--- src/rtl/rtc_bus_sequencer_if.sv ---
`default_nettype none
// ============================================================================
// Module      : rtc_bus_sequencer_if
// Description : Request handshake and bus-cycle FSM signals of the RTC
//               transaction sequencer.
// Revision    : 1.0 - initial release
// ============================================================================
interface rtc_bus_sequencer_if;
    logic       req;
    logic       req_wr;
    logic [7:0] req_addr;
    logic [7:0] req_wdata;
    logic       ack;
    logic [7:0] rdata;
    logic       busy;
    logic       timeout_err;
    logic       do_it;
    logic       w_r;
    logic       send_add;
    logic       send_data;
    logic       read_data;
    logic [7:0] ad_out;
    logic       ad_oe;
    logic [7:0] ad_in;

    // Requester plus bus-cycle FSM side
    modport master (
        output req, req_wr, req_addr, req_wdata,
        input  ack, rdata, busy, timeout_err,
        input  do_it, w_r,
        output send_add, send_data, read_data,
        input  ad_out, ad_oe,
        output ad_in
    );

    // Sequencer side
    modport slave (
        input  req, req_wr, req_addr, req_wdata,
        output ack, rdata, busy, timeout_err,
        output do_it, w_r,
        input  send_add, send_data, read_data,
        output ad_out, ad_oe,
        input  ad_in
    );
endinterface
`default_nettype wire

--- src/rtl/rtc_bus_sequencer.sv ---
`default_nettype none
// ============================================================================
// Module      : rtc_bus_sequencer
// Description : Single-register read/write front-end for the RTC parallel bus;
//               starts one bus cycle, drives address/data, captures read data.
// Revision    : 1.0 - initial release
// ============================================================================
module rtc_bus_sequencer #(
    parameter int TIMEOUT_CYC = 48
) (
    input  wire logic             clk,
    input  wire logic             reset,
    rtc_bus_sequencer_if.slave    bus
);

    localparam logic [5:0] c_last_cnt = 6'(TIMEOUT_CYC - 1);

    typedef enum logic [2:0] {
        S_IDLE      = 3'd0,
        S_START     = 3'd1,
        S_WAIT_ADD  = 3'd2,
        S_WAIT_DATA = 3'd3,
        S_DONE      = 3'd4
    } state_t;

    state_t      r_state;
    state_t      w_next;

    logic        r_wr;
    logic [7:0]  r_addr;
    logic [7:0]  r_wdata;
    logic [7:0]  r_rdata;
    logic [5:0]  r_cnt;
    logic        r_add_q;
    logic        r_data_q;
    logic        r_rd_q;
    logic        r_captured;

    logic        w_add_fall;
    logic        w_final_fall;
    logic        w_rd_rise;
    logic        w_expired;
    logic        w_busy;
    logic        w_do_it;
    logic        w_ack;
    logic        w_timeout;
    logic        w_oe;
    logic [7:0]  w_ad_out;

    // Phase-flag history only records flags that belong to the current state,
    // so a stray flag can never fake an edge after a state change.
    assign w_add_fall   = r_add_q & ~bus.send_add;
    assign w_final_fall = r_wr ? (r_data_q & ~bus.send_data)
                               : (r_rd_q & ~bus.read_data);
    assign w_rd_rise    = (r_state == S_WAIT_DATA) & ~r_wr & bus.read_data
                          & ~r_rd_q & ~r_captured;
    assign w_expired    = (r_cnt == c_last_cnt);

    always_comb begin
        w_next    = r_state;
        w_busy    = 1'b1;
        w_do_it   = 1'b0;
        w_ack     = 1'b0;
        w_timeout = 1'b0;
        w_oe      = 1'b0;
        w_ad_out  = 8'h00;
        case (r_state)
            S_IDLE: begin
                w_busy = 1'b0;
                if (bus.req) begin
                    w_next = S_START;
                end
            end
            S_START: begin
                w_do_it = 1'b1;
                w_next  = S_WAIT_ADD;
            end
            S_WAIT_ADD: begin
                w_ad_out = r_addr;
                w_oe     = bus.send_add;
                if (w_add_fall) begin
                    w_next = S_WAIT_DATA;
                end else if (w_expired) begin
                    w_timeout = 1'b1;
                    w_next    = S_IDLE;
                end
            end
            S_WAIT_DATA: begin
                // Reads keep the bus released: the RTC owns it in this phase.
                if (r_wr) begin
                    w_ad_out = r_wdata;
                    w_oe     = bus.send_data;
                end
                if (w_final_fall) begin
                    w_next = S_DONE;
                end else if (w_expired) begin
                    w_timeout = 1'b1;
                    w_next    = S_IDLE;
                end
            end
            S_DONE: begin
                w_ack  = 1'b1;
                w_next = S_IDLE;
            end
            default: begin
                w_busy = 1'b0;
                w_next = S_IDLE;
            end
        endcase
    end

    always_ff @(posedge clk or negedge reset) begin
        if (!reset) begin
            r_state <= S_IDLE;
        end else begin
            r_state <= w_next;
        end
    end

    always_ff @(posedge clk or negedge reset) begin
        if (!reset) begin
            r_wr       <= 1'b0;
            r_addr     <= 8'h00;
            r_wdata    <= 8'h00;
            r_rdata    <= 8'h00;
            r_cnt      <= 6'd0;
            r_add_q    <= 1'b0;
            r_data_q   <= 1'b0;
            r_rd_q     <= 1'b0;
            r_captured <= 1'b0;
        end else begin
            if ((r_state == S_IDLE) && bus.req) begin
                r_wr    <= bus.req_wr;
                r_addr  <= bus.req_addr;
                r_wdata <= bus.req_wdata;
            end

            r_add_q  <= (r_state == S_WAIT_ADD) & bus.send_add;
            r_data_q <= (r_state == S_WAIT_DATA) & r_wr & bus.send_data;
            r_rd_q   <= (r_state == S_WAIT_DATA) & ~r_wr & bus.read_data;

            // Counter equals the cycle index relative to the do_it cycle.
            if (r_state == S_IDLE) begin
                r_cnt <= 6'd0;
            end else if ((r_state == S_START) || (r_state == S_WAIT_ADD) ||
                         (r_state == S_WAIT_DATA)) begin
                r_cnt <= r_cnt + 6'd1;
            end

            if (r_state == S_START) begin
                r_captured <= 1'b0;
            end else if (w_rd_rise) begin
                r_captured <= 1'b1;
                r_rdata    <= bus.ad_in;
            end
        end
    end

    assign bus.busy        = w_busy;
    assign bus.do_it       = w_do_it;
    assign bus.ack         = w_ack;
    assign bus.timeout_err = w_timeout;
    assign bus.w_r         = (r_state != S_IDLE) & r_wr;
    assign bus.ad_oe       = w_oe;
    assign bus.ad_out      = w_ad_out;
    assign bus.rdata       = r_rdata;

endmodule
`default_nettype wire

--- src/flat_wrapper.sv ---
// flat-port wrapper written by rule: the top's interface ports become plain ports
module rtc_bus_sequencer_flat 
#(
    parameter int TIMEOUT_CYC = 48
)
  (clk, reset, bus_req, bus_req_wr, bus_req_addr, bus_req_wdata, bus_ack, bus_rdata, bus_busy, bus_timeout_err, bus_do_it, bus_w_r, bus_send_add, bus_send_data, bus_read_data, bus_ad_out, bus_ad_oe, bus_ad_in);
  rtc_bus_sequencer_if bus_i ();
  input  wire logic clk;
  input  wire logic reset;
  input wire logic [$bits(bus_i.req)-1:0] bus_req;
  input wire logic [$bits(bus_i.req_wr)-1:0] bus_req_wr;
  input wire logic [$bits(bus_i.req_addr)-1:0] bus_req_addr;
  input wire logic [$bits(bus_i.req_wdata)-1:0] bus_req_wdata;
  output wire logic [$bits(bus_i.ack)-1:0] bus_ack;
  output wire logic [$bits(bus_i.rdata)-1:0] bus_rdata;
  output wire logic [$bits(bus_i.busy)-1:0] bus_busy;
  output wire logic [$bits(bus_i.timeout_err)-1:0] bus_timeout_err;
  output wire logic [$bits(bus_i.do_it)-1:0] bus_do_it;
  output wire logic [$bits(bus_i.w_r)-1:0] bus_w_r;
  input wire logic [$bits(bus_i.send_add)-1:0] bus_send_add;
  input wire logic [$bits(bus_i.send_data)-1:0] bus_send_data;
  input wire logic [$bits(bus_i.read_data)-1:0] bus_read_data;
  output wire logic [$bits(bus_i.ad_out)-1:0] bus_ad_out;
  output wire logic [$bits(bus_i.ad_oe)-1:0] bus_ad_oe;
  input wire logic [$bits(bus_i.ad_in)-1:0] bus_ad_in;
  assign bus_i.req = bus_req;
  assign bus_i.req_wr = bus_req_wr;
  assign bus_i.req_addr = bus_req_addr;
  assign bus_i.req_wdata = bus_req_wdata;
  assign bus_ack = bus_i.ack;
  assign bus_rdata = bus_i.rdata;
  assign bus_busy = bus_i.busy;
  assign bus_timeout_err = bus_i.timeout_err;
  assign bus_do_it = bus_i.do_it;
  assign bus_w_r = bus_i.w_r;
  assign bus_i.send_add = bus_send_add;
  assign bus_i.send_data = bus_send_data;
  assign bus_i.read_data = bus_read_data;
  assign bus_ad_out = bus_i.ad_out;
  assign bus_ad_oe = bus_i.ad_oe;
  assign bus_i.ad_in = bus_ad_in;
  rtc_bus_sequencer #(.TIMEOUT_CYC(TIMEOUT_CYC)) u_core (.clk(clk), .reset(reset), .bus(bus_i));
endmodule
--- config.mk ---
export PLATFORM = sky130hd
export DESIGN_NAME = rtc_bus_sequencer_flat
export DESIGN_NICKNAME = d
export VERILOG_FILES = /design/src/rtl/rtc_bus_sequencer_if.sv /design/src/rtl/rtc_bus_sequencer.sv /design/src/flat_wrapper.sv
export SDC_FILE = /design/constraint.sdc
export NUM_CORES = 1
export LEC_CHECK = 0
export CAP_MARGIN = 20
export CORE_ASPECT_RATIO = 1.1
export CORE_MARGIN = 5
export CORE_UTILIZATION = 45
export DETAILED_ROUTE_END_ITERATION = 10
export PLACE_DENSITY = 0.82
export SLEW_MARGIN = 10
export SYNTH_ARGS = -nofsm -noshare
export SYNTH_HDL_FRONTEND = slang
export SYNTH_SLANG_ARGS = --single-unit
--- constraint.sdc ---
create_clock -name clk -period 2.38 [get_ports clk]
set_clock_uncertainty 0.15 [all_clocks]
set_input_delay 0.357 -clock clk [delete_from_list [all_inputs] [get_ports clk]]
set_output_delay 0.357 -clock clk [all_outputs]
set_load 0.02 [all_outputs]
==> run_results.csv <==
group,metric,value,unit
placed_design,hpwlAfterDp,3180,um
sta,setup_viol,0,
power_and_ir_drop,seqPwrFrac,36.0,%
logic_synthesis,synth-simple-area-share,14.9,%
floorplanning,die_x,70.7,um
logic_synthesis,synth_warnings,0,
sta,min_period,2.31,ns
route,drt_first_pass_iters,4,
global_route,grt_max_degree,39,
status,status,"completed",
floorplanning,start_util,46.3,%
finish,fillCellCount,299,
logic_synthesis,synth.net_count,173,
logic_synthesis,synth_fa_ha_area_share,0.686,%
sta,max_slew_margin,44.7,%
logic_synthesis,synthMuxAreaShare,16.3,%
power_and_ir_drop,total_power,3.17,mW
route,post-route-drc-count,0,
clock_tree,clkLatencyLatePin,0.29,ns
finish,seq_area,951,um^2
route,post_drt_wl_per_cell,16.4,um
logic_synthesis,synth-xor-area-share,0.480,%
finish,drive_gt1_share,27.6,%
clock_tree,h-tree-depth,2,
setup_path,arrival,1.80,ns
global_route,antenna_found_initial,0,
clock_tree,cts.sinks,38,
power_and_ir_drop,intPower,1.99,mW
logic_synthesis,syn-instance-count,141,
route,final_antenna_net_count,0,
sta,drv_slew,0,
sta,max_freq,434,MHz
logic_synthesis,synth_top_area_cell,"dfrtp_1",
job,drv_cap,0,
floorplanning,top_level_ports,53,
finish,syn_to_final_growth,36.6,%
floorplanning,die_area,0.00543,mm^2
logic_synthesis,synth-compound-area-share,10.9,%
floorplanning,fp-row-count,24,
clock_tree,post_cts_buffers,0,
global_route,grt.total_usage,16.3,%
global_route,overflow,0,
route,vias,1337,
power_and_ir_drop,p_comb_share,51.1,%
power_and_ir_drop,switching_share,37.3,%
logic_synthesis,synth_top_area_share,52.2,%
sta,period_share,96.9,%
power_and_ir_drop,p_leak,1.15,nW
sta,rsz0062_at_grt,"false",
setup_path,crit_required,1.87,ns
sta,holdWs,0.0168,ns
placed_design,port_buffers,52,
clock_tree,path_clk_slew,0.07,ns
logic_synthesis,syn-cell-area,0.00182,mm^2
setup_path,worstSetupPathType,"reg2out",
clock_tree,cts.path.max_buffers,2,
sta,hold_viol_final,0,
clock_tree,cts.root.buffer_cell,"clkbuf_8",
logic_synthesis,ys_types,43,
sta,tightest_slew,0.830,ns
route,wirelength,4190,um
logic_synthesis,seq_area_frac_synth,52.2,%
power_and_ir_drop,cellPowerDensity,1270,mW/mm^2
setup_path,cp-start-kind,"flop",
clock_tree,cts_tree,"done",
global_route,grt_pass1_wl,6960,um
finish,utilization,63.3,%
global_route,grt_pass1_vias,1445,
logic_synthesis,synth.avg_cell_area,12.9,um^2
clock_tree,cts_buffers,5,
finish,diodes,0,
route,drtIter0Drc,168,
finish,fin_nets,235,
power_and_ir_drop,vdd_ir_drop_max,0.000573,V
placed_design,gp_congestion,0.791,
floorplanning,die_h,76.8,um
route,drt-vias-per-instance,5.24,
finish,multiInputGateArea,802,um^2
floorplanning,fp.coreArea,0.00393,mm^2
power_and_ir_drop,switchingPower,1.18,mW
logic_synthesis,ys_ff_latch,38,
power_and_ir_drop,p_clk_share,12.9,%
setup_path,critPathMaxFanout,18,
logic_synthesis,netlist_top_cells_area,"dfrtp_1 52%, mux2_2 15%, a22o_1 4.8%",
logic_synthesis,synth_top_family_by_area,"multiplexers",
hold_path,holdCritPathClass,"in2async",
setup_path,worst_setup_path_end_kind,"primary output",
## logic make-up after synthesis
| kind of cell | after synthesis |
|---|---|
| buffers and inverters | 12 |
| muxes | 26 |
| adders and majority gates | 1 |
| and+or+nand+nor | 38 |
| DFF | 38 |
| AOI/OAI and AO/OA | 25 |
| xor gates and xnor gates | 1 |
## worst paths after layout
check                                                        to  slack (ns)  depth (start not counted)                     startpoint
worst min register to register     u_core.r_addr[5]$_DFFE_PN0P_        0.36                          1   u_core.r_addr[5]$_DFFE_PN0P_
worst max-delay path                              bus_ad_out[4]        0.07                          5  u_core.r_state[2]$_DFFE_PN0P_
max in group asynchronous       u_core.bus.rdata[7]$_DFFE_PN0P_        1.54                          1                          reset
min in group clk                   u_core.r_addr[5]$_DFFE_PN0P_        0.36                          1   u_core.r_addr[5]$_DFFE_PN0P_
worst max register to register    u_core.r_wdata[1]$_DFFE_PN0P_        0.62                          5  u_core.r_state[1]$_DFFE_PN0P_
worst min-delay path              u_core.r_wdata[3]$_DFFE_PN0P_        0.02                          1                          reset
## worst max-delay path, stage by stage (launching register included)
cell and delay, ns:
dfrtp_1 0.40, buf_4 0.21, nor3b_2 0.23, buf_4 0.20, a22o_1 0.14, dlygate4sd2_1 0.33
## Yosys cell counts (all sizes together)
master	n
xnor2	1
o32a	1
nor4b	1
or4	1
o21ba	1
nand4b	2
a21oi	2
clkbuf	2
nor2	3
mux2	26
ha	1
o21bai	1
o2bb2ai	1
dfrtp	38
nand3	3
a21o	2
nor2b	3
o311ai	1
o22ai	2
o21ai	1
and3b	2
o31ai	1
nand4bb	1
and3	1
inv	4
buf	6
nor3	2
and2	4
nor3b	2
or2	2
and4b	1
a31o	1
nand3b	1
a211oi	1
nand2	7
nand2b	2
a22o	10
## registers in the layout, summed over array words and instances, names as in the netlist
register	count
u_core.r_rd_q	1
u_core.r_addr	8
u_core.r_data_q	1
u_core.r_wr	1
u_core.r_captured	1
u_core.r_cnt	6
u_core.r_state	3
u_core.bus.rdata	8
u_core.r_wdata	8
u_core.r_add_q	1
## cells in the final DEF (no fill, tap or decap), types with 3 or more instances in the layout
| cell | n |
|---|---|
| dfrtp_1 | 38 |
| clkdlybuf4s50_1 | 37 |
| mux2_2 | 25 |
| dlygate4sd2_1 | 12 |
| buf_4 | 11 |
| a22o_1 | 10 |
| nand2_1 | 7 |
| clkbuf_8 | 5 |
| inv_1 | 4 |
| and2_1 | 3 |
| nor2b_1 | 3 |
| nand3_1 | 3 |
## repair_timing
item / in CTS / in global routing
gates cloned: 0 / 0
hold buffers: 0 / 0
gates resized for setup: 20 / 3
endpoints found under the setup margin: 13 / 2
## metrics by stage
| stage | instance area, um^2 | TNS (ns) | setup slack (ns) | std cells |
|---|---|---|---|---|
| final | 2490 | 0 | 0.0735 | 255 |
| after global routing | 2490 | 0 | 0.000798 | 255 |
| after CTS | 2490 | 0 | 0.0218 | 255 |
| after detailed placement | 2420 | -0.378 | -0.293 | 248 |
| after global placement | 2420 | -0.254 | -0.223 | 248 |
| after floorplan | 1820 | 0 | 0.281 | 141 |
## final cells by class
class / count / area share, %
Inverter: 4 / 0.603
Timing Repair Buffer: 63 / 23.3
Clock buffer: 7 / 3.07
Sequential cell: 38 / 38.2
Multi-Input combinational cell: 91 / 32.2
Tap cell: 52 / 2.61
## routing by layer
metal  track usage (%)  wire, um  part of all wire (%)  vias up
met4              7.89        63                   1.5        0
met1              19.5      1700                    41      667
met5                 0         0                     0        -
met2              27.9      2280                    54       33
li1                  -         -                     -      633
met3              3.01       147                   3.5        4
## power by group through the flow
stage	clock network [mW]	logic, mW	registers (mW)
after floorplan	0	1.01	1.17
after global placement	0	1.66	1.12
after detailed placement	0	1.72	1.15
after CTS	0.417	1.64	1.14
after global routing	0.446	1.74	1.18
final	0.409	1.62	1.14
Power figures use the tool's default switching activity.
